`src/rtl/add_tc_pkg.sv`:
```
// Shared widths, saturation limits and the stage-1 register bundle for the
// pipelined two's-complement adder (saturation enabled by ADD_TC_SAT_EN).
package add_tc_pkg;

   localparam int WIDTH  = 16;
   localparam int GROUP  = 4;
   localparam int NGROUP = WIDTH / GROUP;

   localparam logic [WIDTH-1:0] SAT_POS = 16'h7FFF;
   localparam logic [WIDTH-1:0] SAT_NEG = 16'h8000;

   typedef struct packed {
      logic [WIDTH-1:0]  p;
      logic [WIDTH-1:0]  g;
      logic [NGROUP-1:0] pm;
      logic [NGROUP-1:0] gm;
      logic              c_in;
      logic              a_msb;
      logic              b_msb;
   } s1_t;

endpackage

```
`src/rtl/pg4_gen.sv`:
```
// Per-bit propagate/generate and group propagate/generate for one
// 4-bit lookahead slice.
module pg4_gen
   import add_tc_pkg::*;
(
   input  logic [GROUP-1:0] a,
   input  logic [GROUP-1:0] b,
   output logic [GROUP-1:0] p,
   output logic [GROUP-1:0] g,
   output logic             pm,
   output logic             gm
);

   assign p  = a ^ b;
   assign g  = a & b;
   assign pm = &p;
   assign gm = g[3]
             | (p[3] & g[2])
             | (p[3] & p[2] & g[1])
             | (p[3] & p[2] & p[1] & g[0]);

endmodule

```
`src/rtl/add_tc_16_pipe.sv`:
```
// Two-stage valid/ready 16-bit add/sub with 4-bit carry lookahead groups.
// Define ADD_TC_SAT_EN to saturate the sum on signed overflow.
module add_tc_16_pipe
   import add_tc_pkg::*;
#(
   parameter int WIDTH = 16,
   parameter int GROUP = 4
) (
   input  logic             clk,
   input  logic             rst,
   input  logic             in_valid,
   output logic             in_ready,
   input  logic [WIDTH-1:0] a,
   input  logic [WIDTH-1:0] b,
   input  logic             sub,
   output logic             out_valid,
   input  logic             out_ready,
   output logic [WIDTH-1:0] sum,
   output logic             c_out,
   output logic             ovf,
   output logic             zero,
   output logic [7:0]       op_count
);

   logic             s1_valid;
   s1_t              s1_q;
   logic             s1_adv;
   logic             s2_adv;
   logic             in_fire;
   logic [WIDTH-1:0] b_eff;
   logic [WIDTH-1:0] p_w;
   logic [WIDTH-1:0] g_w;
   logic [NGROUP-1:0] pm_w;
   logic [NGROUP-1:0] gm_w;
   logic [WIDTH-1:0] raw;
   logic [WIDTH-1:0] sum_w;
   logic             cout_w;
   logic             ovf_w;
   logic             zero_w;

   assign s2_adv   = !out_valid || out_ready;
   assign s1_adv   = s1_valid && s2_adv;
   assign in_ready = !s1_valid || s2_adv;
   assign in_fire  = in_valid && in_ready;
   assign b_eff    = sub ? ~b : b;

   for (genvar i = 0; i < NGROUP; i++) begin : g_pg
      pg4_gen u_pg (
         .a  (a[i*GROUP +: GROUP]),
         .b  (b_eff[i*GROUP +: GROUP]),
         .p  (p_w[i*GROUP +: GROUP]),
         .g  (g_w[i*GROUP +: GROUP]),
         .pm (pm_w[i]),
         .gm (gm_w[i])
      );
   end

   always_ff @(posedge clk) begin
      if (rst) begin
         s1_valid <= 1'b0;
         s1_q     <= '0;
      end else if (in_fire) begin
         s1_valid   <= 1'b1;
         s1_q.p     <= p_w;
         s1_q.g     <= g_w;
         s1_q.pm    <= pm_w;
         s1_q.gm    <= gm_w;
         s1_q.c_in  <= sub;
         s1_q.a_msb <= a[WIDTH-1];
         s1_q.b_msb <= b_eff[WIDTH-1];
      end else if (s1_adv) begin
         s1_valid <= 1'b0;
      end
   end

   // Group carries come from lookahead; bits inside a group ripple from
   // their group carry-in.
   always_comb begin
      logic cg;
      logic cb;
      raw    = '0;
      cg     = s1_q.c_in;
      for (int k = 0; k < NGROUP; k++) begin
         cb = cg;
         for (int j = 0; j < GROUP; j++) begin
            raw[k*GROUP+j] = s1_q.p[k*GROUP+j] ^ cb;
            cb = s1_q.g[k*GROUP+j] | (s1_q.p[k*GROUP+j] & cb);
         end
         cg = s1_q.gm[k] | (s1_q.pm[k] & cg);
      end
      cout_w = cg;
      ovf_w  = (s1_q.a_msb == s1_q.b_msb)
            && (raw[WIDTH-1] != s1_q.a_msb);
`ifdef ADD_TC_SAT_EN
      if (ovf_w)
         sum_w = s1_q.a_msb ? SAT_NEG : SAT_POS;
      else
         sum_w = raw;
`else
      sum_w = raw;
`endif
      zero_w = (sum_w == '0);
   end

   always_ff @(posedge clk) begin
      if (rst) begin
         out_valid <= 1'b0;
         sum       <= '0;
         c_out     <= 1'b0;
         ovf       <= 1'b0;
         zero      <= 1'b0;
         op_count  <= 8'd0;
      end else begin
         if (s2_adv)
            out_valid <= s1_valid;
         if (s1_adv) begin
            sum   <= sum_w;
            c_out <= cout_w;
            ovf   <= ovf_w;
            zero  <= zero_w;
         end
         if (out_valid && out_ready)
            op_count <= op_count + 8'd1;
      end
   end

endmodule
```
`config.mk`:
```
export PLATFORM = sky130hd
export DESIGN_NAME = add_tc_16_pipe
export DESIGN_NICKNAME = d
export VERILOG_FILES = /design/src/rtl/add_tc_pkg.sv /design/src/rtl/pg4_gen.sv /design/src/rtl/add_tc_16_pipe.sv
export SDC_FILE = /design/constraint.sdc
export NUM_CORES = 1
export LEC_CHECK = 0
export ABC_AREA = 1
export ABC_CLOCK_PERIOD_IN_PS = 3100
export BUFFER_PORTS_ARGS = -buffer_cell sky130_fd_sc_hd__buf_2
export CORE_MARGIN = 2
export CORE_UTILIZATION = 35
export CTS_BUF_LIST = sky130_fd_sc_hd__clkbuf_8
export DETAILED_ROUTE_END_ITERATION = 16
export PLACE_DENSITY = 0.51
export SLEW_MARGIN = 15
export SYNTH_ARGS = -nofsm -noshare
export SYNTH_HDL_FRONTEND = slang
export SYNTH_SLANG_ARGS = --single-unit
```
`constraint.sdc`:
```
create_clock -name clk -period 3.1 [get_ports clk]
set_clock_uncertainty 0.05 [all_clocks]
set_input_delay 0.775 -clock clk [delete_from_list [all_inputs] [get_ports clk]]
set_output_delay 0.775 -clock clk [all_outputs]
set_load 0.005 [all_outputs]
```
After elaboration in Yosys (flattened, before gate mapping)
Cells that the tools add are included.
{"block": "word_totals", "elab_cells": 123, "register_bits": 71, "output_inout_bits": 29, "inputBits": 37}
{"block": "classes", "eq_ne": 2, "muxes": 3, "add_sub_neg": 1, "n_bitwise": 89, "reduce_logical": 14}
{"op": "1-bit bitwise AND", "n": 36}
{"op": "1-bit bitwise OR", "n": 28}
{"op": "4-bit bitwise AND", "n": 4}
{"op": "16-bit logical NOT", "n": 1}
{"op": "16-bit 2-to-1 mux", "n": 1}
{"op": "16-bit NOT", "n": 1}
{"op": "4-bit AND reduction", "n": 4}
{"op": "1-bit XOR", "n": 16}
{"op": "4-bit XOR", "n": 4}
{"op": "8-bit by 1-bit adder with 8-bit output (second input constant)", "n": 1}
{"op": "1-bit logical AND", "n": 4}
{"op": "1-bit logical NOT", "n": 2}
{"op": "1-bit logical OR", "n": 2}
{"op": "1-bit 2-to-1 mux", "n": 2}
{"op": "2-bit nonzero test", "n": 1}
{"op": "1-bit == test", "n": 1}
{"op": "1-bit != test", "n": 1}

Logic depth before layout (Yosys ltp)
{"block": "depth", "word_depth": 15, "depth_mapped": 19, "ltp_nobuf": 19}

Hierarchy
A second synthesis with hierarchy kept.
{"block": "hier_totals", "hier_cells": 442, "hier_area_um2": 3325.7}
{"module": "add_tc_16_pipe", "area_per_inst_um2": 2950.3, "cells_per_inst": 382, "instances": 1, "seq_area_each_um2": 1361.3}
{"module": "pg4_gen", "area_per_inst_um2": 93.8, "cells_per_inst": 15, "instances": 4, "seq_area_each_um2": 0.0}

Worst setup path after synthesis
OpenSTA, ideal clock, no wires.
{"block": "synth_timing", "path_type": "reg-to-reg", "start": "reg s1_q[2] (netlist bit)", "end": "reg zero", "arrival_time_ns": 2.216, "synth_period_minus_slack_ns": 2.337, "setup_ns": 0.070, "path_slack_ns": 0.763, "required_time_ns": 2.980, "path_stages_with_launch": 19, "path_cell_list": "dfxtp_1 nand2_1 nand2_1 nand2_1 nand2_1 nand2_1 nand2_1 ha_1 or2_2 ha_1 or2_2 ha_1 nor2_1 nor2_1 nor2_1 nand2_1 nor2_1 nand2_1 a21oi_1"}
{"block": "synth_between", "elab_chain_len": 14, "elab_cells_between_ends": 47, "classes_between": "bitwise (46); reduce/logical (1)"}
{"item": "start, declared", "line": "add_tc_16_pipe.sv:26", "source": "s1_t s1_q;"}
{"item": "1-bit bitwise AND", "line": "add_tc_16_pipe.sv:89", "source": "cg = s1_q.gm[k] | (s1_q.pm[k] & cg);"}
{"item": "1-bit bitwise OR", "line": "add_tc_16_pipe.sv:89"}
{"item": "1-bit bitwise AND", "line": "add_tc_16_pipe.sv:89"}
{"item": "1-bit bitwise OR", "line": "add_tc_16_pipe.sv:89"}
{"item": "1-bit bitwise AND", "line": "add_tc_16_pipe.sv:89"}
{"item": "1-bit bitwise OR", "line": "add_tc_16_pipe.sv:89"}
{"item": "1-bit bitwise AND", "line": "add_tc_16_pipe.sv:87", "source": "cb = s1_q.g[k*GROUP+j] | (s1_q.p[k*GROUP+j] & cb);"}
{"item": "1-bit bitwise OR", "line": "add_tc_16_pipe.sv:87"}
{"item": "1-bit bitwise AND", "line": "add_tc_16_pipe.sv:87"}
{"item": "1-bit bitwise OR", "line": "add_tc_16_pipe.sv:87"}
{"item": "1-bit bitwise AND", "line": "add_tc_16_pipe.sv:87"}
{"item": "1-bit bitwise OR", "line": "add_tc_16_pipe.sv:87"}
{"item": "1-bit XOR", "line": "add_tc_16_pipe.sv:86", "source": "raw[k*GROUP+j] = s1_q.p[k*GROUP+j] ^ cb;"}
{"item": "16-bit logical NOT *", "line": "add_tc_16_pipe.sv:102", "source": "zero_w = (sum_w == '0);"}
{"item": "end signal, assigned", "line": "add_tc_16_pipe.sv:120", "source": "zero <= zero_w;"}
{"item": "end, declared", "line": "add_tc_16_pipe.sv:21", "source": "output logic zero,"}
Mark *: on every way between the ends. The rest lies on a longest branch, timed or not.
A chain may end at the register's enable or synchronous reset.

Worst setup path in the final report
Ends and elaborated chain as after synthesis.

==> results.sh <==
export IMPL_p_leak_nw=1.90
export IMPL_synth_yosys_seq_area_share=0.412
export IMPL_ios=66
export IMPL_clock_sinks=68
export IMPL_die_area_um2=10200
export IMPL_portBuffers=65
export IMPL_routedWlPerCell_um=12.2
export IMPL_synth_cell_types=26
export IMPL_cts_hold_buf=0
export IMPL_synth_seq_cells=68
export IMPL_grt_max_degree=37
export IMPL_grt_pass1_vias=2555
export IMPL_dp_slack_ns=0.564
export IMPL_hold_path_class="flip-flop to flip-flop"
export IMPL_syn_inst=426
export IMPL_core_rowCount=35
export IMPL_drive_above_1_share=0.203
export IMPL_fp_coreArea_um2=9200
export IMPL_cp_startpoint="s1_q[2]"
export IMPL_finalNonFillerCells=604
export IMPL_ys_warn_count=0
export IMPL_antenna_found_initial=0
export IMPL_nNetsFinal=554
export IMPL_arrival_ns=2.77
export IMPL_rsz0062_at_grt="no"
export IMPL_synth_compound_area_share=0.157
export IMPL_drc=0
export IMPL_area_growth_syn_to_layout_pct=19.4
export IMPL_pwr_density_cell_nw_per_um2=562
export IMPL_worst_hold_slack_ns=0.414
export IMPL_drt_vias_per_instance=4.70
export IMPL_r2r_end="zero"
export IMPL_ff2ff_setup_slack_ns=0.56
export IMPL_drt_iter0_drc=90
export IMPL_relSlewSlack=0.565
export IMPL_yosys_area_share_simple=0.199
export IMPL_ant_nets=0
export IMPL_crit_path_max_fanout=3
export IMPL_synth_top_area_cell="dfxtp_1"
export IMPL_synth_edf_count=0
export IMPL_vias=2836
export IMPL_drt_first_pass_iters=4
export IMPL_max_clock_freq_mhz=393
export IMPL_utilization=0.429
export IMPL_report_final_slew_viol_count=0
export IMPL_synth_fa_ha_area_frac=0.110
export IMPL_worstPathRequired_ns=3.32
export IMPL_finalInstanceArea_um2=3940
export IMPL_synthXorXnorAreaFrac=0.0478
export IMPL_path_clk_slew_ns=0.07
export IMPL_die_width_um=101
export IMPL_synth_mux_area_frac=0
export IMPL_numPlacedInstances=588
export IMPL_async_flop_share=0
export IMPL_hpwl_mm=5.46
export IMPL_startpoint_type="flip-flop"
export IMPL_grt_pass1_wl_mm=12.1
export IMPL_gp_congestion=0.746
export IMPL_ys_flop_type="dfxtp_1"
export IMPL_initial_utilization=0.359
export IMPL_synth_cell_area_um2=3300
export IMPL_tns_ns=0
export IMPL_overflow=0
export IMPL_path_class="flip-flop to flip-flop"
export IMPL_htreeDepth=3
export IMPL_setup_ws_ns=0.558
export IMPL_die_h_um=101
export IMPL_status="completed"
export IMPL_synth_top_area_frac=0.412
export IMPL_post_route_min_period_ns=2.54
export IMPL_finalCritPeriodShare=0.820
export IMPL_cts_buffers=9
export IMPL_finalHoldViolCount=0
export IMPL_antenna_cells=0
export IMPL_worstSetupEndpointType="flip-flop"
export IMPL_cts_tree="yes"
export IMPL_ir_drop_v=0.000202
export IMPL_clockBufferDepth=2
export IMPL_placed_cell_area_um2=3690
export IMPL_synth_top_family_by_area="simple AND/OR/NAND/NOR gates"
export IMPL_cts_root_buf="clkbuf_8"
export IMPL_nFillCells=979
export IMPL_drv_cap=0
export IMPL_cts_setup_buffers=0
export IMPL_finalWirelength_mm=7.39
export IMPL_synth_top_cells_by_area="dfxtp_1, ha_1, nor2_1, o21ai_0, a21oi_1"
export IMPL_r2r_start="s1_q[2]"
export IMPL_cts_repair_resized=0
export IMPL_setup_viol=0
export IMPL_worst_r2r_path_depth=18
export IMPL_clock_latency_ns=0.34
export IMPL_worst_pin_slew_ns=0.651
export IMPL_syn_num_nets=492
export IMPL_endpoint="zero"
export IMPL_track_usage=0.149
export IMPL_avgSynthCellArea_um2=7.75
export IMPL_power_mw=2.22
-- synth_stat cells (2+ instances only) --
master	count
xor2_1	17
inv_1	35
nand3_2	2
clkbuf_1	5
nand2_1	53
a31oi_1	3
dfxtp_1	68
o21ai_0	53
a21oi_1	43
buf_6	2
buf_4	3
inv_2	3
ha_1	29
buf_2	8
or2_2	8
nand4_1	3
nand3_1	7
or2_1	2
nor2_1	75
-- registers in the layout, indices dropped and copies added, names as in the netlist --
name	cells
c_out	1
op_count	8
out_valid	1
ovf	1
s1_q	39
s1_valid	1
sum	16
zero	1
-- critical path, stage by stage, from the launching register on --
cell	delay [ns]
dfxtp_1	0.33
nand2_1	0.07
nand2_1	0.06
nand2_1	0.06
nand2_1	0.08
nand2_1	0.06
nand2_1	0.06
ha_1	0.16
or2_2	0.27
ha_1	0.17
or2_2	0.28
ha_1	0.20
nor2_1	0.09
nor2_1	0.06
nor2_1	0.18
nand2_1	0.07
nor2_1	0.08
nand2_1	0.05
a21oi_1	0.10
-- worst min path at each step --
stage	start	to	depth (start not counted)
floorplan	s1_q[10]	c_out	2
global placement	s1_q[30]	s1_q[30]	2
detailed placement	s1_q[30]	s1_q[30]	2
CTS	s1_q[30]	s1_q[30]	2
global route	s1_q[7]	s1_q[7]	2
finish	s1_q[30]	s1_q[30]	2
-- placed cells by master, fill, tap and decap left out, types with 2 or more instances in the layout --
master,count
buf_4,4
a21oi_1,43
nor2_1,75
nand4_1,3
or2_2,8
inv_2,3
nand3_1,7
inv_1,36
clkbuf_8,11
dfxtp_1,68
xor2_1,17
or2_1,2
nand3_2,2
a31oi_1,3
nand2_1,53
ha_1,29
o21ai_0,53
buf_2,65
bufinv_16,3
-- report_power, final --
group / leakage [nW] / total (mW) / internal (mW) / switching (mW)
sequential: 0.560 / 0.964 / 0.934 / 0.0305
combinational: 1.21 / 0.347 / 0.144 / 0.203
clock: 0.131 / 0.904 / 0.574 / 0.329
total: 1.90 / 2.22 / 1.65 / 0.563
-- cell type report --
cell class | instances | area (µm²) | share of cell area
multi-input cells | 302 | 1690 | 0.430
clock inverters | 5 | 98.8 | 0.0251
repair buffers | 69 | 355 | 0.0902
inverters | 38 | 143 | 0.0362
clock buffers | 11 | 151 | 0.0384
flip-flops and latches | 68 | 1360 | 0.345
well taps | 111 | 139 | 0.0352
-- kinds of logic after synthesis --
logic type | count (synthesis)
adder cells (fa/ha/maj) | 29
XOR/XNOR | 18
AO/OA/AOI/OAI | 101
buffers and inverters | 56
flip-flops | 68
AND/OR/NAND/NOR | 154
-- layer usage --
metal | GRT usage | wire (µm) | part of all wire
met3 | 0.0340 | 323 | 0.044
met4 | 0.0561 | 100 | 0.014
met2 | 0.217 | 3150 | 0.43
met5 | 0 | 0 | 0
met1 | 0.214 | 3810 | 0.52
No activity file was read; power rests on OpenSTA's default activity.
